$ cat src/rtl/memory_writer.sv
// Burst write controller: takes words over a valid/ready stream and drives a registered RAM write port.
// Optional XOR checksum of accepted words when MEMORY_WRITER_CHECKSUM_EN is defined.
module memory_writer #(
  parameter int A_WIDTH = 4,
  parameter int D_WIDTH = 48
) (
  input  logic               clk,
  input  logic               rst_n,
  input  logic               start,
  input  logic [A_WIDTH-1:0] base_addr,
  input  logic [A_WIDTH:0]   length,
  input  logic               in_valid,
  input  logic [D_WIDTH-1:0] in_data,
  output logic               in_ready,
  output logic [A_WIDTH-1:0] mem_addr,
  output logic [D_WIDTH-1:0] mem_data,
  output logic               mem_we,
  output logic               busy,
  output logic               done
`ifdef MEMORY_WRITER_CHECKSUM_EN
  ,
  output logic [D_WIDTH-1:0] checksum
`endif
);

  typedef enum logic [1:0] {IDLE, WRITE, DONE} state_t;

  state_t             state, state_nxt;
  logic [A_WIDTH-1:0] ptr;
  logic [A_WIDTH:0]   cnt;
  logic               hs;
  logic               start_ok;

  assign in_ready = (state == WRITE);
  assign busy     = (state != IDLE);
  assign done     = (state == DONE);
  assign hs       = in_valid & in_ready;
  assign start_ok = (state == IDLE) & start;

  always_comb begin
    state_nxt = state;
    case (state)
      IDLE:    if (start) state_nxt = (length == '0) ? DONE : WRITE;
      WRITE:   if (hs && cnt == (A_WIDTH+1)'(1)) state_nxt = DONE;
      DONE:    state_nxt = IDLE;
      default: state_nxt = IDLE;
    endcase
  end

  // Write port is registered: a handshake at t shows up on mem_* at t+1.
  always_ff @(posedge clk) begin
    if (!rst_n) begin
      state    <= IDLE;
      ptr      <= '0;
      cnt      <= '0;
      mem_addr <= '0;
      mem_data <= '0;
      mem_we   <= 1'b0;
    end else begin
      state  <= state_nxt;
      mem_we <= hs;
      if (start_ok) begin
        ptr <= base_addr;
        cnt <= length;
      end
      if (hs) begin
        mem_addr <= ptr;
        mem_data <= in_data;
        ptr      <= ptr + 1'b1;
        cnt      <= cnt - 1'b1;
      end
    end
  end

`ifdef MEMORY_WRITER_CHECKSUM_EN
  always_ff @(posedge clk) begin
    if (!rst_n)        checksum <= '0;
    else if (start_ok) checksum <= '0;
    else if (hs)       checksum <= checksum ^ in_data;
  end
`endif

endmodule

$ cat config.mk
export PLATFORM = sky130hd
export DESIGN_NAME = memory_writer
export DESIGN_NICKNAME = d
export VERILOG_FILES = /design/src/rtl/memory_writer.sv
export SDC_FILE = /design/constraint.sdc
export NUM_CORES = 1
export LEC_CHECK = 0
export ABC_AREA = 1
export CAP_MARGIN = 10
export CORE_ASPECT_RATIO = 0.5
export CORE_MARGIN = 2
export CORE_UTILIZATION = 40
export DETAILED_ROUTE_END_ITERATION = 10
export PLACE_DENSITY = 0.78
export SYNTH_ARGS = -nofsm -noshare
export SYNTH_HDL_FRONTEND = slang
export SYNTH_SLANG_ARGS = --single-unit
$ cat constraint.sdc
create_clock -name clk -period 3.4 [get_ports clk]
set_clock_uncertainty 0.1 [all_clocks]
set_input_delay 0.68 -clock clk [delete_from_list [all_inputs] [get_ports clk]]
set_output_delay 0.68 -clock clk [all_outputs]
set_load 0.1 [all_outputs]
Word-level counts from Yosys, hierarchy flattened

Index checks and enable logic that the tools add are counted.

Word-level logic and storage cells: 29
Register bits: 64
Bits of input ports: 61
Output and inout port bits: 56

Add/sub/neg operators: 2
Eq/ne operators: 5
Bitwise operators: 2
Reductions and logical operators: 6
Mux-type cells: 8

Operators by type and width:

| operator                                          | number |
|---|---|
| 2-to-1 mux 5 bit                                  | 2 |
| 2-to-1 mux 4 bit                                  | 2 |
| 2-to-1 mux 2 bit                                  | 3 |
| == test 5 x 1 -> 1 bit (second input constant)    | 1 |
| zero test 5 bit                                   | 1 |
| subtractor 5 x 1 -> 5 bit (second input constant) | 1 |
| adder 4 x 1 -> 4 bit (second input constant)      | 1 |
| case mux 2 bit (2 select lines)                   | 1 |
| nonzero test 2 bit                                | 2 |
| bitwise AND 1 bit                                 | 2 |
| == test 2 x 1 -> 1 bit (second input constant)    | 1 |
| == test 2 bit (second input constant)             | 1 |
| zero test 2 bit                                   | 1 |
| != test 2 x 1 -> 1 bit (second input constant)    | 1 |
| != test 2 bit (second input constant)             | 1 |
| AND reduction 2 bit                               | 1 |
| logical AND 1 bit                                 | 1 |

Logic depth before layout (Yosys ltp)

Gate-level depths: netlist (run 1).

Depth after elaboration: 5
Gate-level depth with buffers: 9
Gate-level depth less buffers: 9

Worst setup path before layout (run 1)

Ideal clock, no wire load.

Path type: flip-flop to output port
Start point: register state[1]
End point: output port done
Stages on the path, launching flop included: 3
Arrival time: 1.626 ns
Slack: 0.994 ns
Path buffers: 0
Cell sequence: dfxtp_1 -> inv_2 -> nor2_1

Word-level cells in the longest chain between the ends: 1

RTL lines:

| what                   | RTL line | RTL |
|---|---|---|
| from (decl)            | 28       | `state_t state, state_nxt;` |
| from (signal assigned) | 60       | `state <= state_nxt;` |
| == test 2 bit          | 36       | `assign done = (state == DONE);` |
| to (decl)              | 19       | `output logic done` |

Every way passes these cells.

Final worst setup path (run 1)

Start point: input port in_valid
End point: register ptr[2]

Word-level cells in the longest chain between the ends: 2
Elaborated cells on any way between the ends: 3
Those cells by class: 1 x mux; 1 x bitwise; 1 x reduce/logical

RTL lines:

| what                                                          | RTL line | RTL |
|---|---|---|
| from (decl)                                                   | 12       | `input logic in_valid,` |
| bitwise AND 1 bit *                                           | 37       | `assign hs = in_valid & in_ready;` |
| 2-to-1 mux 4 bit / nonzero test 2 bit (equally long branches) | -        |  |
| to (signal assigned)                                          | 63       | `ptr <= base_addr;` |
| to (signal assigned)                                          | 69       | `ptr <= ptr + 1'b1;` |
| to (decl)                                                     | 29       | `logic [A_WIDTH-1:0] ptr;` |

Every way passes the cells marked *; elsewhere a longest branch is shown, timed or not.
A chain may end at the register's enable or synchronous reset.

==> flow_summary.ini, run 1 <==
[run_status]
status = finished clean

[yosys]
synth_area_mm2 = 0.002486
netlist_instances = 335
synth_nets = 399
async_flop_share = 0
syn_avg_cell_area_um2 = 7.421
yosysMostFrequentCell = nand2_1
synth-edff-count = 0
ys_seq_area_frac = 0.5153
synth_cell_types = 22
yosys-top-cells-count = 126 x nand2_1, 64 x dfxtp_1, 60 x a21oi_1
yosysWarnings = 0
ys.flop_type = dfxtp_1
ys_seq_elements = 64
synth_top_cell_by_area = dfxtp_1
netlist_top_cells_area = dfxtp_1 52%, nand2_1 19%, a21oi_1 12%, inv_1 3.0%, nand3_1 2.0%
synth_top_area_share = 0.5153

[clocking]
cts-hold-fix-buffers = 0
post_cts_buffers = 0
cts_made_buffers = 9
htree_num_levels = 3
cts_buffer_depth = 2
cts.sinks = 64
clk_pin_slew_worst_paths_ns = 0.05
cts_resized = 0
clkLatencyLatePin_ns = 0.32
cts_tree = done
clockRootBuffer = clkbuf_16

[floorplan]
start_util = 0.4122
rows = 20
die_y_um = 59.75
ioPinCount = 117
die_width_um = 115.5
core_area_mm2 = 0.006031
die-area_mm2 = 0.006900

[global_routing]
grt_pass1_vias = 2161
antenna_found_initial = 0
grt_max_degree = 63
gr-total-overflow = 0
grt_first_pass_wirelength_mm = 10.16
grtUsageTotal = 0.1863

[timing]
slew_headroom = 0.5876
finalHoldViolCount = 0
fin_crit_sh = 0.6352
layout_setup_ws_ns = 1.240
fmax_ghz = 0.4630
rsz0062_at_grt = no
setup_viol = 0
slew_violations = 0
worst_slew_pin_slew_ns = 0.6187
setup_tns_ns = 0
whs_ns = 0.3629
post-route-min-period_ns = 2.160

[layout]
fillers = 521
layout-drive-gt1-share = 0.1788
final_net_count = 512
fin_cells = 541
regArea_mm2 = 0.001281
design_area_mm2 = 0.003855
syn_to_final_growth_pct = 55.06
antenna_cells = 0
multi_input_area_mm2 = 0.001041
final_util = 0.6392

[detailed_routing]
wl_met1_mm = 2.902
wl_mm = 6.454
dr.first_iter.drc_count = 104
dr_wl_met2_mm = 3.198
dr.pass1.iters = 4
dr_wl_met3_um = 334
antenna_left = 0
drc = 0
route.vias.total = 2514
wl_per_cell_um = 11.93
top_layer_used = met4
routed_via_density = 4.647

[flow_run]
maxCapViolations = 0

[worst_setup_path]
worstSetupPathType = input port to register
required_ns = 3.51
critPathLaunchType = input port
end_kind = register
arrival_ns = 2.27
cp_max_fo = 62

[pwr]
finalPower_mw = 2.233
power.leakage_nw = 1.622
power_density_mw_per_mm2 = 579.1
ir_worst_vdd_v = 0.0002689

[worst_hold_path]
hp-class = register to register

[placement]
dp_slack_ns = 0.9065
dp.cells = 525
gp_congestion = 0.8467
dp_hpwl_mm = 4.373
port_buffers = 116
place_area_mm2 = 0.003566
[sequential cells by signal, summed over array words and instances, names as in the netlist]
register and flops:
state 2, cnt 5, mem_we 1, mem_addr 4, ptr 4, mem_data 48
[per-layer routing]
metal  global-route usage  up-vias
met1               0.2353     1147
li1                     -     1292
met3              0.04158        2
met5                    0        -
met4              0.06368        0
met2               0.3208       73
[final cells by class]
cell class,count,area share
inverter,22,0.02142
clock buffer,10,0.05940
multi-input combinational,231,0.2700
tap,88,0.02856
clock inverter,6,0.01558
sequential,64,0.3324
timing repair buffer,120,0.2726
[cells by family after synthesis]
logic type / Yosys count / synth area share
compound gates: 72 / 0.1459
buf+inv: 40 / 0.06593
xor+xnor: 1 / 0.003524
fa+ha+maj: 3 / 0.01510
simple gates: 155 / 0.2542
flops: 64 / 0.5154
[critical path: stages]
cell	delay, ns
clkdlybuf4s50_1	0.46
nand3_4	0.11
buf_4	0.51
nand2_4	0.14
or2_0	0.22
nand3_1	0.08
inv_1	0.05
[cell usage in the layout (no fill, tap or decap), types with 2 or more instances in the layout]
master,count
nand2_1,126
dfxtp_1,64
a21oi_1,60
clkdlybuf4s50_1,60
buf_4,60
inv_1,19
nor2_1,12
nand3_1,10
o21ai_0,9
clkbuf_16,9
ha_1,3
clkinv_2,3
inv_2,2
o21ai_1,2
nand4_1,2
clkinvlp_4,2
[path summary, 6_finish.rpt]
| kind | depth (start not counted) | to | slack, ns | from |
|---|---|---|---|---|
| setup reg to reg | 7 | ptr[2] | 1.72 | state[1] |
| hold reg to reg | 2 | mem_data[13] | 0.36 | mem_data[13] |
| hold / removal | 2 | mem_data[13] | 0.36 | mem_data[13] |
| setup / recovery | 7 | ptr[2] | 1.24 | in_valid |
[report_power, final]
part	switching [mW]	internal (mW)	leakage, nW	total (mW)
Clock	0.315	0.562	0.138	0.877
Sequential	0.0300	0.796	0.521	0.825
Combinational	0.374	0.156	0.962	0.530
(Power assumes the default switching activity.)
==> inputs of run 2 (changes only) <==
clock period = 2.15 ns   (was 3.4 ns; I/O delays follow)
==> flow_summary.ini, run 2 (same netlist as run 1, synthesis figures left out) <==
[layout]
reg_top3 = mem_data (48), cnt (5)
final_net_count = 516
multi_input_area_mm2 = 0.001044
final_cell_mix = 126 x nand2_1, 64 x dfxtp_1, 60 x a21oi_1, 60 x clkdlybuf4s50_1, 59 x buf_4
mostFrequentLayoutCell = nand2_1
layout-drive-gt1-share = 0.1860
largest_reg_flops = 48
regArea_mm2 = 0.001281
largest-register = mem_data
fillers = 548
antenna_cells = 0
syn_to_final_growth_pct = 59.34

[detailed_routing]
routed_via_density = 4.624
wl_per_cell_um = 12.50
route.vias.total = 2520
dr.first_iter.drc_count = 120
drc = 0
wl_mm = 6.815
dr.pass1.iters = 4
antenna_left = 0

[timing]
slew_headroom = 0.8066
worst_slew_pin_slew_ns = 0.2925
finalHoldViolCount = 0
whs_ns = 0.3619
post-route-min-period_ns = 1.714
setup_tns_ns = 0
fin_crit_sh = 0.7972
rsz0062_at_grt = no
fmax_ghz = 0.5834
setup_viol = 0
slew_violations = 0

[clocking]
clockRootBuffer = clkbuf_16
cts_resized = 0
htree_num_levels = 3
clkLatencyLatePin_ns = 0.31
cts_buffer_depth = 2
post_cts_buffers = 0
cts_made_buffers = 9
cts_tree = done
clk_pin_slew_worst_paths_ns = 0.05
cts-hold-fix-buffers = 0
cts.sinks = 64

[placement]
gp_congestion = 0.8398
dp_hpwl_mm = 4.600
port_buffers = 116

[worst_setup_path]
crit_end = busy
required_ns = 1.62
rr_startpoint = state[0]
critPathLaunchType = register
critPathLaunch = state[0]
arrival_ns = 1.18
rrSetupSlack_ns = 0.69
worstRegToRegCells = 5
end_kind = primary output
worstSetupPathType = register to primary output
cp_max_fo = 4
regToRegEndpoint = mem_data[13]

[pwr]
power_density_mw_per_mm2 = 910.8
ir_worst_vdd_v = 0.0003629
power.leakage_nw = 1.677

[floorplan]
rows = 20
die_y_um = 59.75
core_area_mm2 = 0.006031
die-area_mm2 = 0.006900
die_width_um = 115.5
start_util = 0.4122
ioPinCount = 117

[flow_run]
maxCapViolations = 0

[worst_hold_path]
hold_start = mem_data[9]
worstHoldPathCells = 2
hp-class = register to register

[global_routing]
grt_pass1_vias = 2260
grt_first_pass_wirelength_mm = 10.83
antenna_found_initial = 0
grt_max_degree = 58
grtUsageTotal = 0.2020
gr-total-overflow = 0

[run_status]
status = finished clean
-- run 2: per-layer routing --
layer  vias to the layer above  track usage  share of wire
met5                         -            0              0
met4                         0      0.07229          0.013
met3                         8      0.06187          0.040
met2                        51       0.3367           0.50
met1                      1158       0.2516           0.45
li1                       1303            -              -
-- run 2: per-stage QoR --
step	power, mW	std cells	utilization	instance area, µm²	setup WS, ns
after floorplan	1.916	335	-	2489	0.4612
after global placement	2.196	529	0.6071	3661	0.2420
after detailed placement	2.202	529	0.6071	3661	0.1940
after CTS	3.638	545	0.6568	3961	0.4334
after global routing	3.757	545	0.6568	3961	0.3470
final	3.608	545	0.6568	3961	0.4360
-- run 2: power breakdown --
part / internal [mW] / switching, mW
registers: 1.26 / 0.0488
clock network: 0.956 / 0.468
logic: 0.274 / 0.602
total: 2.49 / 1.12
-- run 2: layout make-up --
cell class	instances	area share
flip-flops and latches	64	0.3234
repair buffers	124	0.2887
multi-input cells	231	0.2634
clock buffers	13	0.06570
well taps	88	0.02780
inverters	22	0.02085
clock inverters	3	0.01011
-- run 2: how the worst min path moves through the flow --
| stage | to |
|---|---|
| 2_1_floorplan | mem_addr[3] |
| 3_3_place_gp | mem_data[7] |
| 3_5_place_dp | mem_data[21] |
| 4_1_cts | mem_data[21] |
| 5_1_grt | mem_data[3] |
| 6_report | mem_data[9] |
-- run 2: worst max-delay path: stages (launching register included) --
cell     delay [ns]
dfxtp_1        0.43
inv_1          0.12
nand2_1        0.13
buf_12         0.18
==> RTL edit, RTL diff (config.mk and constraints of run 1) <==
Set the parameter `A_WIDTH` to 3 (it was 4).
--- a/src/rtl/memory_writer.sv
+++ b/src/rtl/memory_writer.sv
@@ -2,5 +2,5 @@
 // Optional XOR checksum of accepted words when MEMORY_WRITER_CHECKSUM_EN is defined.
 module memory_writer #(
-  parameter int A_WIDTH = 4,
+  parameter int A_WIDTH = 3,
   parameter int D_WIDTH = 48
 ) (
Ports: changed (resized base_addr, length and mem_addr); port bits go from 117 to 114. The function was not compared with the original's and may differ.
==> RTL edit against run 1 <==
- sequential share of layout area fell by 0.17 points
- sequential cell count fell by 3
- via count fell by 4.7%
- total power rose by 13%
- critical path depth did not move
- synthesized cell count fell by 7.5%
- synthesized area fell by 5.8%
- setup slack got worse by 38 ps
- routed wire length fell by 4.1%
- design area fell by 4.2%
- non-clock buffer count fell by 3
==> RTL edit: results (changes against run 1) <==
.. list-table::
   :header-rows: 1

   * - Metric
     - Value
   * - Fraction of final layout cells sized beyond drive strength 1
     - 0.188 (was 0.179)
   * - Number of filler cells placed in the layout
     - 475 (was 521)
   * - Initial antenna violation count
     - 0 (unchanged)
   * - HPWL after DPL
     - 4270 um (was 4370 um)
   * - Netlist cell types
     - 21 (was 22)
   * - Global-route wire length before repair
     - 10100 um (was 10200 um)
   * - Total Routing Usage GR
     - 0.192 (was 0.186)
   * - Cell with the largest stage delay on the worst path
     - sky130_fd_sc_hd__nand2_2 (was sky130_fd_sc_hd__buf_4)
   * - Cell area after placement
     - 3350 sq um (was 3570 sq um)
   * - Mean area per synthesized cell
     - 7.56 sq um (was 7.42 sq um)
   * - Top cells by count, synth
     - sky130_fd_sc_hd__nor2_1 (109), sky130_fd_sc_hd__dfxtp_1 (61), sky130_fd_sc_hd__o21ai_0 (52), sky130_fd_sc_hd__nand2_1 (24), sky130_fd_sc_hd__inv_1 (11) (was sky130_fd_sc_hd__nand2_1 (126), sky130_fd_sc_hd__dfxtp_1 (64), sky130_fd_sc_hd__a21oi_1 (60), sky130_fd_sc_hd__inv_1 (20), sky130_fd_sc_hd__nor2_1 (12))
   * - Register area share after synthesis
     - 0.521 (was 0.515)
   * - Met1 wire length
     - 2590 um (was 2900 um)
   * - Number of global-route vias before repair
     - 2234 (was 2161)
   * - Critical Path Max Stage Delay
     - 490 ps (was 510 ps)
   * - Syn nets
     - 372 (was 399)
   * - Drt first pass iters
     - 5 (was 4)
   * - Data arrival, critical path
     - 2360 ps (was 2270 ps)
   * - Largest fanout on the critical path
     - 34 (was 62)
   * - Total Nets Final
     - 482 (was 512)
   * - Wirelength per Cell
     - 12.4 um (was 11.9 um)
   * - Largest registers ranked by flip-flop count
     - mem_data x48, cnt x4 (was mem_data x48, cnt x5)
   * - Number of port buffers
     - 113 (was 116)
   * - Run status
     - completed (unchanged)
   * - Highest ir drop seen on vdd
     - 0.000338 V (was 0.000269 V)
   * - Final RePlAce weighted congestion
     - 0.751 (was 0.847)
   * - Met3 Routed Length
     - 363 um (was 334 um)
   * - Dpl ws
     - 887 ps (was 906 ps)
   * - Buffer cell driving the clock tree root
     - sky130_fd_sc_hd__clkbuf_16 (unchanged)
   * - H-tree depth reported by CTS
     - 3 (unchanged)
   * - Total leakage power
     - 1.75 nW (was 1.62 nW)
   * - Tightest slew margin relative to the limit
     - 0.589 (was 0.588)
   * - Wire length on met2
     - 3130 um (was 3200 um)
   * - Top cells by area in the synthesized netlist
     - sky130_fd_sc_hd__dfxtp_1 (52%), sky130_fd_sc_hd__nor2_1 (17%), sky130_fd_sc_hd__o21ai_0 (11%), sky130_fd_sc_hd__nand2_1 (3.8%), sky130_fd_sc_hd__buf_6 (2.4%) (was sky130_fd_sc_hd__dfxtp_1 (52%), sky130_fd_sc_hd__nand2_1 (19%), sky130_fd_sc_hd__a21oi_1 (12%), sky130_fd_sc_hd__inv_1 (3.0%), sky130_fd_sc_hd__nand3_1 (2.0%))
-- RTL edit: worst paths after layout --
check	startpoint	end	slack [ps]	depth (start not counted)
hold reg to reg	ptr[1]	ptr[1]	400	2
hold / removal	ptr[1]	ptr[1]	400	2
setup reg to reg	state[0]	ptr[2]	1600	8
setup / recovery	in_valid	ptr[2]	1200	7
-- RTL edit: metal layers --
layer	global-route usage	vias to the layer above
met2	0.333	70
met5	0	-
met4	0.0767	0
li1	-	1213
met3	0.0722	13
met1	0.220	1099
-- RTL edit: power breakdown --
| part | internal (mW) | switching (mW) | total (mW) | leakage, nW |
|---|---|---|---|---|
| clock network | 0.734 | 0.296 | 1.03 | 0.167 |
| logic | 0.175 | 0.511 | 0.686 | 1.08 |
| registers | 0.777 | 0.0362 | 0.813 | 0.499 |
| total | 1.69 | 0.843 | 2.53 | 1.75 |
-- RTL edit: worst max-delay path: cells and delay by family --
kind          cells  cell delay (ps)
buf+inv           3              920
simple gates      4              740
-- RTL edit: kinds of logic (layout without fill, tap and decap cells) --
logic type	after synthesis	after routing	synth area share
compound gates	63	63	0.135
simple gates	148	148	0.249
flops	61	61	0.521
fa+ha+maj	3	3	0.0160
xor+xnor	2	2	0.00748
buf+inv	33	148	0.0710
-- RTL edit: cell type report --
| class | count | area (sq um) | area share |
|---|---|---|---|
| multi-input combinational | 216 | 960 | 0.260 |
| inverter | 15 | 56.3 | 0.0152 |
| timing repair buffer | 117 | 1020 | 0.277 |
| sequential | 61 | 1220 | 0.331 |
| clock buffer | 12 | 246 | 0.0667 |
| clock inverter | 4 | 95.1 | 0.0257 |
| tap | 73 | 91.3 | 0.0247 |
